==> src/rtl/logic_op_pkg.sv <==
// logic_op_pkg: shared opcodes, FSM encoding and default widths for the logic-op issuer
package logic_op_pkg;
    localparam int LU_W       = 32;
    localparam int OP_W       = 3;
    localparam int FIFO_DEPTH = 4;

    localparam logic [OP_W-1:0] OP_AND  = 3'b000;
    localparam logic [OP_W-1:0] OP_XOR  = 3'b001;
    localparam logic [OP_W-1:0] OP_NAND = 3'b010;
    localparam logic [OP_W-1:0] OP_OR   = 3'b011;
    localparam logic [OP_W-1:0] OP_NOTA = 3'b100;
    localparam logic [OP_W-1:0] OP_NOR  = 3'b101;
    localparam logic [OP_W-1:0] OP_NEGA = 3'b110;
    localparam logic [OP_W-1:0] OP_XNOR = 3'b111;

    typedef enum logic [1:0] {
        ST_IDLE  = 2'd0,
        ST_ISSUE = 2'd1,
        ST_HOLD  = 2'd2
    } state_t;
endpackage

==> src/rtl/logic_op_issuer_if.sv <==
// logic_op_issuer_if: command, logic-unit and result bundle of the logic-op issuer
//   cmd_*      : request port (valid/ready) from decode
//   lu_*       : registered operands to the combinational logic unit, lu_c back
//   res_*      : captured result with valid/ready backpressure
//   fifo_count : command FIFO occupancy
interface logic_op_issuer_if
    import logic_op_pkg::*;
#(
    parameter int W     = LU_W,
    parameter int DEPTH = FIFO_DEPTH
);
    localparam int CW = $clog2(DEPTH) + 1;

    logic            cmd_valid;
    logic            cmd_ready;
    logic [OP_W-1:0] cmd_op;
    logic [W-1:0]    cmd_a;
    logic [W-1:0]    cmd_b;
    logic [OP_W-1:0] lu_op;
    logic [W-1:0]    lu_a;
    logic [W-1:0]    lu_b;
    logic [W-1:0]    lu_c;
    logic            res_valid;
    logic            res_ready;
    logic [W-1:0]    res_data;
    logic [OP_W-1:0] res_op;
    logic [CW-1:0]   fifo_count;

    modport slave (
        input  cmd_valid, cmd_op, cmd_a, cmd_b, lu_c, res_ready,
        output cmd_ready, lu_op, lu_a, lu_b, res_valid, res_data, res_op, fifo_count
    );

    modport master (
        output cmd_valid, cmd_op, cmd_a, cmd_b, lu_c, res_ready,
        input  cmd_ready, lu_op, lu_a, lu_b, res_valid, res_data, res_op, fifo_count
    );
endinterface

==> src/rtl/logic_cmd_fifo.sv <==
// logic_cmd_fifo: DEPTH-entry synchronous FIFO of {op, a, b} commands
//   clk/rst    : clock, async active-high reset
//   push/din   : write when push (caller guarantees !full)
//   pop/dout   : head entry, advanced when pop (caller guarantees !empty)
//   full/empty/count : occupancy status
module logic_cmd_fifo
    import logic_op_pkg::*;
#(
    parameter int W     = LU_W,
    parameter int DEPTH = FIFO_DEPTH
) (
    input  logic                      clk,
    input  logic                      rst,
    input  logic                      push,
    input  logic [OP_W+2*W-1:0]       din,
    input  logic                      pop,
    output logic [OP_W+2*W-1:0]       dout,
    output logic                      full,
    output logic                      empty,
    output logic [$clog2(DEPTH):0]    count
);
    localparam int AW = $clog2(DEPTH);
    localparam int EW = OP_W + 2 * W;

    logic [EW-1:0] mem_q [DEPTH];
    logic [AW-1:0] wr_q, wr_d, rd_q, rd_d;
    logic [AW:0]   cnt_q, cnt_d;

    // pointers are exactly AW bits wide, so increments wrap modulo DEPTH
    always_comb begin
        wr_d  = push ? wr_q + AW'(1) : wr_q;
        rd_d  = pop ? rd_q + AW'(1) : rd_q;
        cnt_d = cnt_q + (AW+1)'(push) - (AW+1)'(pop);
    end

    always_ff @(posedge clk or posedge rst) begin
        if (rst) begin
            wr_q  <= '0;
            rd_q  <= '0;
            cnt_q <= '0;
        end else begin
            wr_q  <= wr_d;
            rd_q  <= rd_d;
            cnt_q <= cnt_d;
        end
    end

    always_ff @(posedge clk) begin
        if (push) mem_q[wr_q] <= din;
    end

    assign dout  = mem_q[rd_q];
    assign full  = cnt_q == (AW+1)'(DEPTH);
    assign empty = cnt_q == '0;
    assign count = cnt_q;
endmodule

==> src/rtl/logic_op_issuer.sv <==
// logic_op_issuer: buffers logic-op requests, issues them to the logic unit and returns results
//   clk/rst : clock, async active-high reset
//   bus     : slave view of logic_op_issuer_if (cmd_*, lu_*, res_*, fifo_count)
module logic_op_issuer
    import logic_op_pkg::*;
#(
    parameter int W     = LU_W,
    parameter int DEPTH = FIFO_DEPTH
) (
    input  logic               clk,
    input  logic               rst,
    logic_op_issuer_if.slave   bus
);
    localparam int EW = OP_W + 2 * W;
    localparam int CW = $clog2(DEPTH) + 1;

    state_t          state_q, state_d;
    logic [OP_W-1:0] lu_op_q, lu_op_d, res_op_q, res_op_d;
    logic [W-1:0]    lu_a_q, lu_a_d, lu_b_q, lu_b_d, res_data_q, res_data_d;
    logic            res_valid_q, res_valid_d;
    logic            push, pop, full, empty;
    logic [EW-1:0]   head;
    logic [CW-1:0]   count;

    // no pass-through: a full FIFO refuses even when a pop happens this cycle
    assign push = bus.cmd_valid && !full;

    logic_cmd_fifo #(.W(W), .DEPTH(DEPTH)) u_fifo (
        .clk   (clk),
        .rst   (rst),
        .push  (push),
        .din   ({bus.cmd_op, bus.cmd_a, bus.cmd_b}),
        .pop   (pop),
        .dout  (head),
        .full  (full),
        .empty (empty),
        .count (count)
    );

    always_comb begin
        state_d     = state_q;
        pop         = 1'b0;
        lu_op_d     = lu_op_q;
        lu_a_d      = lu_a_q;
        lu_b_d      = lu_b_q;
        res_op_d    = res_op_q;
        res_data_d  = res_data_q;
        res_valid_d = res_valid_q;
        case (state_q)
            ST_IDLE: begin
                pop     = !empty;
                state_d = empty ? ST_IDLE : ST_ISSUE;
            end
            ST_ISSUE: begin
                // lu_* have been stable all cycle, so lu_c is settled here
                res_data_d  = bus.lu_c;
                res_op_d    = lu_op_q;
                res_valid_d = 1'b1;
                state_d     = ST_HOLD;
            end
            ST_HOLD: begin
                if (res_valid_q && bus.res_ready) begin
                    res_valid_d = 1'b0;
                    pop         = !empty;
                    state_d     = empty ? ST_IDLE : ST_ISSUE;
                end
            end
            default: state_d = ST_IDLE;
        endcase
        if (pop) {lu_op_d, lu_a_d, lu_b_d} = head;
    end

    always_ff @(posedge clk or posedge rst) begin
        if (rst) begin
            state_q     <= ST_IDLE;
            lu_op_q     <= '0;
            lu_a_q      <= '0;
            lu_b_q      <= '0;
            res_op_q    <= '0;
            res_data_q  <= '0;
            res_valid_q <= 1'b0;
        end else begin
            state_q     <= state_d;
            lu_op_q     <= lu_op_d;
            lu_a_q      <= lu_a_d;
            lu_b_q      <= lu_b_d;
            res_op_q    <= res_op_d;
            res_data_q  <= res_data_d;
            res_valid_q <= res_valid_d;
        end
    end

    assign bus.cmd_ready  = !full;
    assign bus.fifo_count = count;
    assign bus.lu_op      = lu_op_q;
    assign bus.lu_a       = lu_a_q;
    assign bus.lu_b       = lu_b_q;
    assign bus.res_valid  = res_valid_q;
    assign bus.res_data   = res_data_q;
    assign bus.res_op     = res_op_q;
endmodule

==> src/flat_wrapper.sv <==
// flat-port wrapper written by rule: the top's interface ports become plain ports
module logic_op_issuer_flat import logic_op_pkg::*;
#(
    parameter int W     = LU_W,
    parameter int DEPTH = FIFO_DEPTH
)
  (clk, rst, bus_cmd_valid, bus_cmd_op, bus_cmd_a, bus_cmd_b, bus_lu_c, bus_res_ready, bus_cmd_ready, bus_lu_op, bus_lu_a, bus_lu_b, bus_res_valid, bus_res_data, bus_res_op, bus_fifo_count);
  logic_op_issuer_if #(.W(W), .DEPTH(DEPTH)) bus_i ();
  input  logic clk;
  input  logic rst;
  input wire logic [$bits(bus_i.cmd_valid)-1:0] bus_cmd_valid;
  input wire logic [$bits(bus_i.cmd_op)-1:0] bus_cmd_op;
  input wire logic [$bits(bus_i.cmd_a)-1:0] bus_cmd_a;
  input wire logic [$bits(bus_i.cmd_b)-1:0] bus_cmd_b;
  input wire logic [$bits(bus_i.lu_c)-1:0] bus_lu_c;
  input wire logic [$bits(bus_i.res_ready)-1:0] bus_res_ready;
  output wire logic [$bits(bus_i.cmd_ready)-1:0] bus_cmd_ready;
  output wire logic [$bits(bus_i.lu_op)-1:0] bus_lu_op;
  output wire logic [$bits(bus_i.lu_a)-1:0] bus_lu_a;
  output wire logic [$bits(bus_i.lu_b)-1:0] bus_lu_b;
  output wire logic [$bits(bus_i.res_valid)-1:0] bus_res_valid;
  output wire logic [$bits(bus_i.res_data)-1:0] bus_res_data;
  output wire logic [$bits(bus_i.res_op)-1:0] bus_res_op;
  output wire logic [$bits(bus_i.fifo_count)-1:0] bus_fifo_count;
  assign bus_i.cmd_valid = bus_cmd_valid;
  assign bus_i.cmd_op = bus_cmd_op;
  assign bus_i.cmd_a = bus_cmd_a;
  assign bus_i.cmd_b = bus_cmd_b;
  assign bus_i.lu_c = bus_lu_c;
  assign bus_i.res_ready = bus_res_ready;
  assign bus_cmd_ready = bus_i.cmd_ready;
  assign bus_lu_op = bus_i.lu_op;
  assign bus_lu_a = bus_i.lu_a;
  assign bus_lu_b = bus_i.lu_b;
  assign bus_res_valid = bus_i.res_valid;
  assign bus_res_data = bus_i.res_data;
  assign bus_res_op = bus_i.res_op;
  assign bus_fifo_count = bus_i.fifo_count;
  logic_op_issuer #(.W(W), .DEPTH(DEPTH)) u_core (.clk(clk), .rst(rst), .bus(bus_i));
endmodule
==> config.mk <==
export PLATFORM = sky130hd
export DESIGN_NAME = logic_op_issuer_flat
export DESIGN_NICKNAME = d
export VERILOG_FILES = /design/src/rtl/logic_op_pkg.sv /design/src/rtl/logic_op_issuer_if.sv /design/src/rtl/logic_cmd_fifo.sv /design/src/rtl/logic_op_issuer.sv /design/src/flat_wrapper.sv
export SDC_FILE = /design/constraint.sdc
export NUM_CORES = 1
export LEC_CHECK = 0
export CORE_UTILIZATION = 55
export DETAILED_ROUTE_END_ITERATION = 10
export PLACE_DENSITY = 0.91
export SYNTH_ARGS = -nofsm -noshare
export SYNTH_HDL_FRONTEND = slang
export SYNTH_SLANG_ARGS = --single-unit
==> constraint.sdc <==
create_clock -name clk -period 7.4 [get_ports clk]
set_input_delay 1.11 -clock clk [delete_from_list [all_inputs] [get_ports clk]]
set_output_delay 1.11 -clock clk [all_outputs]
set_load 0.03 [all_outputs]
==> results.txt, run 1 <==
- For this run, design rule violations remaining after detail routing come to 0.
- Initial Utilization: 55.9%
- Internal power component: 5.49 mW
- Layout Area Growth over Synthesis: 25.9%
- The clock network accounts for 22.4% of the total power.
- Total of hold buffers inserted after clock tree synthesis: 0
* Global-route wire length before repair: 41.1 mm
- After detailed routing, the average wire length per cell comes to 22.1 µm.
* Die extent in y: 162 µm
* Cell depth of the worst flop-to-flop path: 3
- Sw Ratio: 32.2%
- GPL Wtd Cong: 0.694
- sky130_fd_sc_hd__edfxtp_1 takes more of the synthesized area than any other cell.
* Post-Syn Instances: 613
- Max-cap check violation count: 0
- Nets: 951
* Most frequently used cell type in the post-synthesis netlist: sky130_fd_sc_hd__edfxtp_1
- Global-route total usage across every layer: 21.1%
- Counting instances, the worst hold path has a depth of 1.
* Number of global-route vias before repair: 7403
* Relative slew slack: 26.0%
* Data arrival, critical path: 2060 ps
* Relative contribution of sequential cells to total power: 41.3%
* Number of endpoints failing setup at the final stage: 0
- CTS Buffer Depth: 3
- Non-filler cells, final: 1202
- The final count of hold timing violations was 0.
* Cell area after technology mapping: 14000 µm²
- Peak fanout along the critical path: 6
- A synthesized cell averages 22.8 µm².
* Most common flop cell mapped by yosys: sky130_fd_sc_hd__edfxtp_1
* Setup crit start kind: flop
- Of the cells placed in the final design, the portion with a size suffix greater than 1 is 27.9%.
- After synthesis the netlist holds a flip-flop and latch count of 380.
- Synthesized net count: 723
* Power density over the cells: 460 nW/µm²
- After synthesis, the share of flip-flops with an asynchronous set or reset is 29.5%.
- Required @ worst endpoint: 6290 ps
* TritonCTS clock tree: done
- Total number of vias: 6722
- Cell at the root of the clock tree: sky130_fd_sc_hd__clkbuf_16
- The die covers 26100 µm².
- Adding up every negative setup slack in the final design gives 0 ps.
* Slew Limit Fails: 0
* Number of instances in the placed design: 1131
- Yosys mapped the design onto 26 distinct sky130hd cell types.
* Final critical delay including setup and external delays: 3170 ps
* Number of buffers created by CTS: 38
- Number of standard-cell rows in the floorplan: 58
- EDFF count, synth: 268
- By count the netlist is led by 268 x sky130_fd_sc_hd__edfxtp_1, 112 x sky130_fd_sc_hd__dfrtp_1, 95 x sky130_fd_sc_hd__mux2_2.
- The number of setup buffers added after CTS is 0.
- The worst setup path is of the flop to output port kind.
- Per report_power, the combinational group accounts for 36.4% of the total.
- Global routing finished with a remaining overflow of 0.
* Main area contributors after synthesis: sky130_fd_sc_hd__edfxtp_1 57%, sky130_fd_sc_hd__dfrtp_1 20%, sky130_fd_sc_hd__mux4_2 11%
* Iter 0 DRT Violations: 362
* Leakage power summed over all cells: 6.21 nW
* Clk Latency, worst-skew pair: 510 ps
- The flow ran to the end, and the final reports show no timing, DRC or antenna violations.
* Syn. warnings: 0
- In this run the horizontal extent of the chip is 162 µm.
* Worst min-delay path category: flop to flop
- The clock net in this run drives a total of 380 sinks.
- Detailed-routing iteration count for the pre-antenna-repair pass: 6
- Port Buf Inserts: 209
- H-tree levels: 2
- Highest clock rate: 316 MHz
* Number of placed I/O pins: 210
- Unrepaired setup endpoints after global routing: false
- Max rail drop VDD: 0.000294 V
- Sequential cells were found to cover 77.5% of the synthesized design area.
- After clock tree synthesis, the repair step resized 0 gates.
- Final antenna-violating net count: 0
* Ratio of final minimum period to clock period: 42.8%
* Slew at the pin closest to its max-slew limit: 1110 ps
- After clock tree synthesis, the clock-pin slew on the worst setup and hold paths is 60 ps.
- Placed wire-length estimate after detailed placement: 15.5 mm
- Final wirelength: 26.6 mm
* Antenna violations before repair: 2
- Pin count of the biggest net entering global routing: 69
* NetSw: 2.60 mW
- Mean number of vias per cell: 5.59
* Kind of end point of the critical path: output port
* Worst Clk Skew: 10.1 ps
- The core region is 25000 µm².
- Proportion of netlist area held by the largest area contributor: 57.5%
-- stage by stage --
stage,instance area (µm²),worst slack (ps),util (%),power (mW),hold WS (ps)
after CTS,17600,4200,70.4,8.19,508
after global placement,16400,3900,65.5,6.23,488
final,17600,4230,70.4,8.10,505
after detailed placement,16400,3840,65.5,6.36,493
after floorplan,14000,3330,-,5.29,475
after global routing,17600,4150,70.4,8.47,521
-- cell type report --
type                       count  area (µm²)
tap                          330         413
timing repair buffer         214        2130
clock buffer                  54        1120
multi-input combinational    198        2970
sequential                   380       10900
inverter                       9        36.3
antenna                        1        2.50
clock inverter                16        82.6
fill                        1507        7420
-- registers in the layout, indices dropped and copies added, names as in the netlist --
register,cells
u_core.state_q,2
u_core.bus.res_data,32
u_core.bus.res_op,3
u_core.u_fifo.count,3
u_core.u_fifo.rd_q,2
u_core.bus.res_valid,1
u_core.u_fifo.mem_q,268
u_core.bus.lu_a,32
u_core.bus.lu_b,32
u_core.u_fifo.wr_q,2
u_core.bus.lu_op,3
-- kinds of logic (layout without fill, tap and decap cells) --
| logic type | count (synthesis) | after routing | share of synthesized area, % |
|---|---|---|---|
| other cells | 0 | 1 | 0 |
| fa+ha+maj | 7 | 7 | 0.679 |
| mux | 170 | 170 | 19.3 |
| buf+inv | 35 | 293 | 1.45 |
| xor+xnor | 5 | 5 | 0.313 |
| simple gates | 12 | 12 | 0.563 |
| compound gates | 4 | 4 | 0.206 |
| flops | 380 | 380 | 77.5 |
-- path summary, 6_finish.rpt --
path / startpoint / to / slack (ps)
worst min register to register: u_core.bus.res_data[5]$_DFFE_PP0P_ / u_core.bus.res_data[5]$_DFFE_PP0P_ / 510
worst min-delay path: u_core.bus.res_data[5]$_DFFE_PP0P_ / u_core.bus.res_data[5]$_DFFE_PP0P_ / 510
max in group asynchronous: rst / u_core.u_fifo.rd_q[1]$_DFFE_PP0P_ / 4970
worst max register to register: u_core.u_fifo.rd_q[0]$_DFFE_PP0P_ / u_core.bus.lu_b[23]$_DFFE_PP0P_ / 4790
worst max-delay path: u_core.u_fifo.count[1]$_DFF_PP0_ / bus_cmd_ready / 4230
min in group asynchronous: rst / u_core.bus.res_data[3]$_DFFE_PP0P_ / 1130
-- power groups by stage --
| stage | clock network (mW) | registers [mW] | logic (mW) |
|---|---|---|---|
| 6_report | 1.81 | 3.34 | 2.94 |
| 5_1_grt | 1.93 | 3.41 | 3.12 |
| 4_1_cts | 1.85 | 3.35 | 2.99 |
| 3_5_place_dp | 0 | 3.38 | 2.97 |
| 3_3_place_gp | 0 | 3.34 | 2.89 |
| 2_1_floorplan | 0 | 3.80 | 1.49 |
-- worst max-delay path, stage by stage, from the launching register on --
cell                              delay [ps]
sky130_fd_sc_hd__dfrtp_1                 440
sky130_fd_sc_hd__or3b_1                  490
sky130_fd_sc_hd__clkdlybuf4s50_1         630
-- cell usage in the layout (no fill, tap or decap), types with 5 or more instances in the layout --
cell type                           n
sky130_fd_sc_hd__edfxtp_1         268
sky130_fd_sc_hd__clkdlybuf4s50_1  209
sky130_fd_sc_hd__dfrtp_1          110
sky130_fd_sc_hd__mux2_2            95
sky130_fd_sc_hd__mux4_2            67
sky130_fd_sc_hd__clkbuf_16         41
sky130_fd_sc_hd__clkinv_2           9
sky130_fd_sc_hd__inv_1              8
sky130_fd_sc_hd__mux2_4             8
sky130_fd_sc_hd__clkbuf_1           8
sky130_fd_sc_hd__ha_1               6
sky130_fd_sc_hd__clkbuf_8           5
sky130_fd_sc_hd__buf_4              5
-- per-layer routing --
| metal | up-vias | track usage (%) | part of all wire, % |
|---|---|---|---|
| li1 | 2917 | - | - |
| met1 | 3493 | 26.1 | 39 |
| met2 | 267 | 37.4 | 52 |
| met3 | 43 | 4.73 | 6.7 |
| met4 | 2 | 6.00 | 1.8 |
| met5 | - | 0 | 0.064 |
Note: power is estimated with default switching activity, not from simulation.
==> run 2: changes to the inputs <==
Settings changed: CORE_UTILIZATION 55 to 49, PLACE_DENSITY 0.91 to 0.86.
Clock period 7.4 ns to 2.7 ns, I/O delays scaled along.
==> run 2 against run 1 <==
Effect of this change:
- clock-buffer cell count rose by 1
- highest routed layer is now met4
- via count rose by 0.37%
- clock power rose to 3.1 times the previous value
==> results.txt, run 2 (synthesis gave the netlist of run 1 again) <==
- The category of the most critical setup path is flop to output port (unchanged).
- Number of instances in the placed design: 1191 (was 1131)
* Slew at the pin closest to its max-slew limit: 657 ps (was 1110 ps)
- Slew Limit Fails: 0 (unchanged)
- The detail-routed via count per cell is 5.33 (was 5.59).
- The maximum clock path buffer count was 3 (unchanged).
- Crit path largest cell delay: 640 ps (was 630 ps)
- Antenna violations before repair: 1 (was 2)
- The sequential share of power was 38.6% (was 41.3%).
- The maximum vdd drop came to 0.000674 V (was 0.000294 V).
- Cell-by-cell trace of the critical path: or3b_1 > clkdlybuf4s50_1 (unchanged)
- The register ranked first by flip-flop count is u_core.u_fifo.mem_q (unchanged).
* Final critical delay including setup and external delays: 2500 ps
* Status: complete, no violations (unchanged)
* Non-filler cells, final: 1267 (was 1202)
* DRC violation count after routing: 0 (unchanged)
- The iteration count of the initial detailed-routing pass came to 5 (was 6).
- The critical path data required time is 2300 ps (was 6290 ps).
- Power density over the cells: 1280 nW/µm² (was 460 nW/µm²)
* NetSw: 7.31 mW (was 2.60 mW)
- Number of flip-flops in the largest register: 268 (unchanged)
- Post-route design area: 18100 µm² (was 17600 µm²)
* Layout Area Growth over Synthesis: 29.1% (was 25.9%)
- Sw Ratio: 31.7% (was 32.2%)
* Total of hold buffers inserted after clock tree synthesis: 0 (unchanged)
- The max capacitance violation total was 0 (unchanged).
* Unrepaired setup endpoints after global routing: false (unchanged)
* Total number of vias: 6747 (was 6722)
* Post-Route Setup TNS: 0 ps (unchanged)
- Global-route wire length before repair: 41.5 mm (was 41.1 mm)
- The cell at the slowest stage of the critical path is sky130_fd_sc_hd__clkdlybuf4s50_1 (unchanged).
- The category of the worst setup path launch point is a flop (unchanged).
- Die extent in y: 171 µm (was 162 µm)
- The routability-driven placement congestion ratio came to 0.715 (was 0.694).
* Worst min-delay path category: input pin to async pin (was flop to flop)
- Leakage power summed over all cells: 6.38 nW (was 6.21 nW)
- Placed wire-length estimate after detailed placement: 16.3 mm (was 15.5 mm)
* Data arrival, critical path: 2090 ps (was 2060 ps)
- The maximum level of the CTS H-tree came to 2 (unchanged).
- Relative slew slack: 56.2% (was 26.0%)
- Most frequent standard cell in the layout excluding fill and tap cells: sky130_fd_sc_hd__edfxtp_1 (unchanged)
- Kind of end point of the critical path: output port (unchanged)
* Setup Fix Bufs, Post-CTS: 0 (unchanged)
- The number of port buffers came to 209 (unchanged).
- TritonCTS clock tree: done (unchanged)
- Dpl cell area: 16700 µm² (was 16400 µm²)
- The pin count of the biggest net entering global routing came to 113 (was 69).
* Placeable core region: 27900 µm² (was 25000 µm²)
- Number of buffers created by CTS: 41 (was 38)
- The clock-pin slew on the worst setup and hold paths is 60 ps (about the same).
- Final antenna-violating net count: 0 (unchanged)
* Cell at the root of the clock tree: sky130_fd_sc_hd__clkbuf_16 (unchanged)
* Die outline area: 29200 µm² (was 26100 µm²)
- Number of placed I/O pins: 210 (unchanged)
* Final Hold Vio Count: 0 (unchanged)
- The cell internal power dissipation is 15.8 mW (was 5.49 mW).
- Initial Utilization: 50.1% (was 55.9%)
- The critical-path maximum fanout came to 6 (unchanged).
* Highest clock rate: 400 MHz
* Clk Latency, worst-skew pair: 520 ps (was 510 ps)
- The final wirelength was 27.3 mm (was 26.6 mm).
- The combinational power share is 37.0% (was 36.4%).
- Most frequent cells in the layout: 268 x sky130_fd_sc_hd__edfxtp_1, 209 x sky130_fd_sc_hd__clkdlybuf4s50_1, 110 x sky130_fd_sc_hd__dfrtp_1 (unchanged).
- The via count of the first global-routing pass was 7268 (was 7403).
- Worst Clk Skew: 14.7 ps (was 10.1 ps)
- Wirelength per Cell: 21.6 µm (was 22.1 µm)
- The reg-to-reg setup timing slack was 280 ps (was 4790 ps).
- Grt total ovfl: 0 (unchanged)
- The clock network fraction of design power came to 24.4% (was 22.4%).
- The count of final setup violators came to 0 (unchanged).
- The post-cts repair resize count came to 0 (unchanged).
- Num Clock Sinks: 380 (unchanged)
- The overall global routing resource usage was 19.3% (was 21.1%).
- The final net count came to 966 (was 951).
- In the finished design, the share of the clock period the worst path needs comes to 92.5%.
- Number of standard-cell rows in the floorplan: 61 (was 58)
* Share of layout cells above drive strength 1: 29.3% (was 27.9%)
- Iter 0 DRT Violations: 354 (was 362)
- The die extent in x came to 171 µm (was 162 µm).
-- run 2: layer usage --
| layer | track usage [%] | vias to the layer above | share of wire [%] |
|---|---|---|---|
| met5 | 0 | - | 0 |
| met4 | 5.98 | 0 | 1.9 |
| met3 | 5.20 | 45 | 7.9 |
| met2 | 33.2 | 234 | 51 |
| met1 | 23.7 | 3519 | 39 |
| li1 | - | 2949 | - |
-- run 2: per-stage QoR --
| step | setup WS, ps | util [%] | hold WS [ps] | total power [mW] |
|---|---|---|---|---|
| final | 202 | 64.7 | 444 | 23.1 |
| after CTS | 184 | 64.7 | 474 | 23.4 |
| after floorplan | 70.1 | - | 475 | 14.5 |
| after global routing | 89.8 | 64.7 | 487 | 24.1 |
| after detailed placement | 195 | 59.7 | 494 | 17.7 |
| after global placement | 233 | 59.7 | 487 | 17.3 |
-- run 2: power groups by stage --
stage	sequential [mW]	clock, mW	combinational, mW
after floorplan	10.4	0	4.09
after global placement	8.91	0	8.43
after detailed placement	9.02	0	8.65
after CTS	8.95	5.75	8.69
after global routing	9.09	5.98	9.07
final	8.91	5.63	8.52
-- run 2: critical path: cells and delay by family (launching register included) --
| family | cells | cell delay (ps) |
|---|---|---|
| flops | 1 | 450 |
| buf+inv | 1 | 640 |
| simple gates | 1 | 490 |
-- run 2: final cells by class --
cell class / count / area [µm²]
inverter: 9 / 37.5
tap: 378 / 473
sequential: 380 / 10900
clock inverter: 20 / 213
timing repair buffer: 226 / 2340
multi-input combinational: 198 / 2980
fill: 1846 / 9860
clock buffer: 55 / 1170
antenna: 1 / 2.50
-- run 2: final timing paths --
check	from	cells past startpoint	to
min	rst	3	u_core.bus.lu_op[0]$_DFFE_PP0P_
min reg2reg	u_core.bus.lu_b[18]$_DFFE_PP0P_	1	u_core.bus.lu_b[18]$_DFFE_PP0P_
max	u_core.u_fifo.count[1]$_DFF_PP0_	2	bus_cmd_ready
min in group clk	bus_lu_c[7]	2	u_core.bus.res_data[7]$_DFFE_PP0P_
max in group asynchronous	rst	3	u_core.u_fifo.rd_q[0]$_DFFE_PP0P_
max reg2reg	u_core.u_fifo.count[1]$_DFF_PP0_	10	u_core.u_fifo.count[2]$_DFF_PP0_
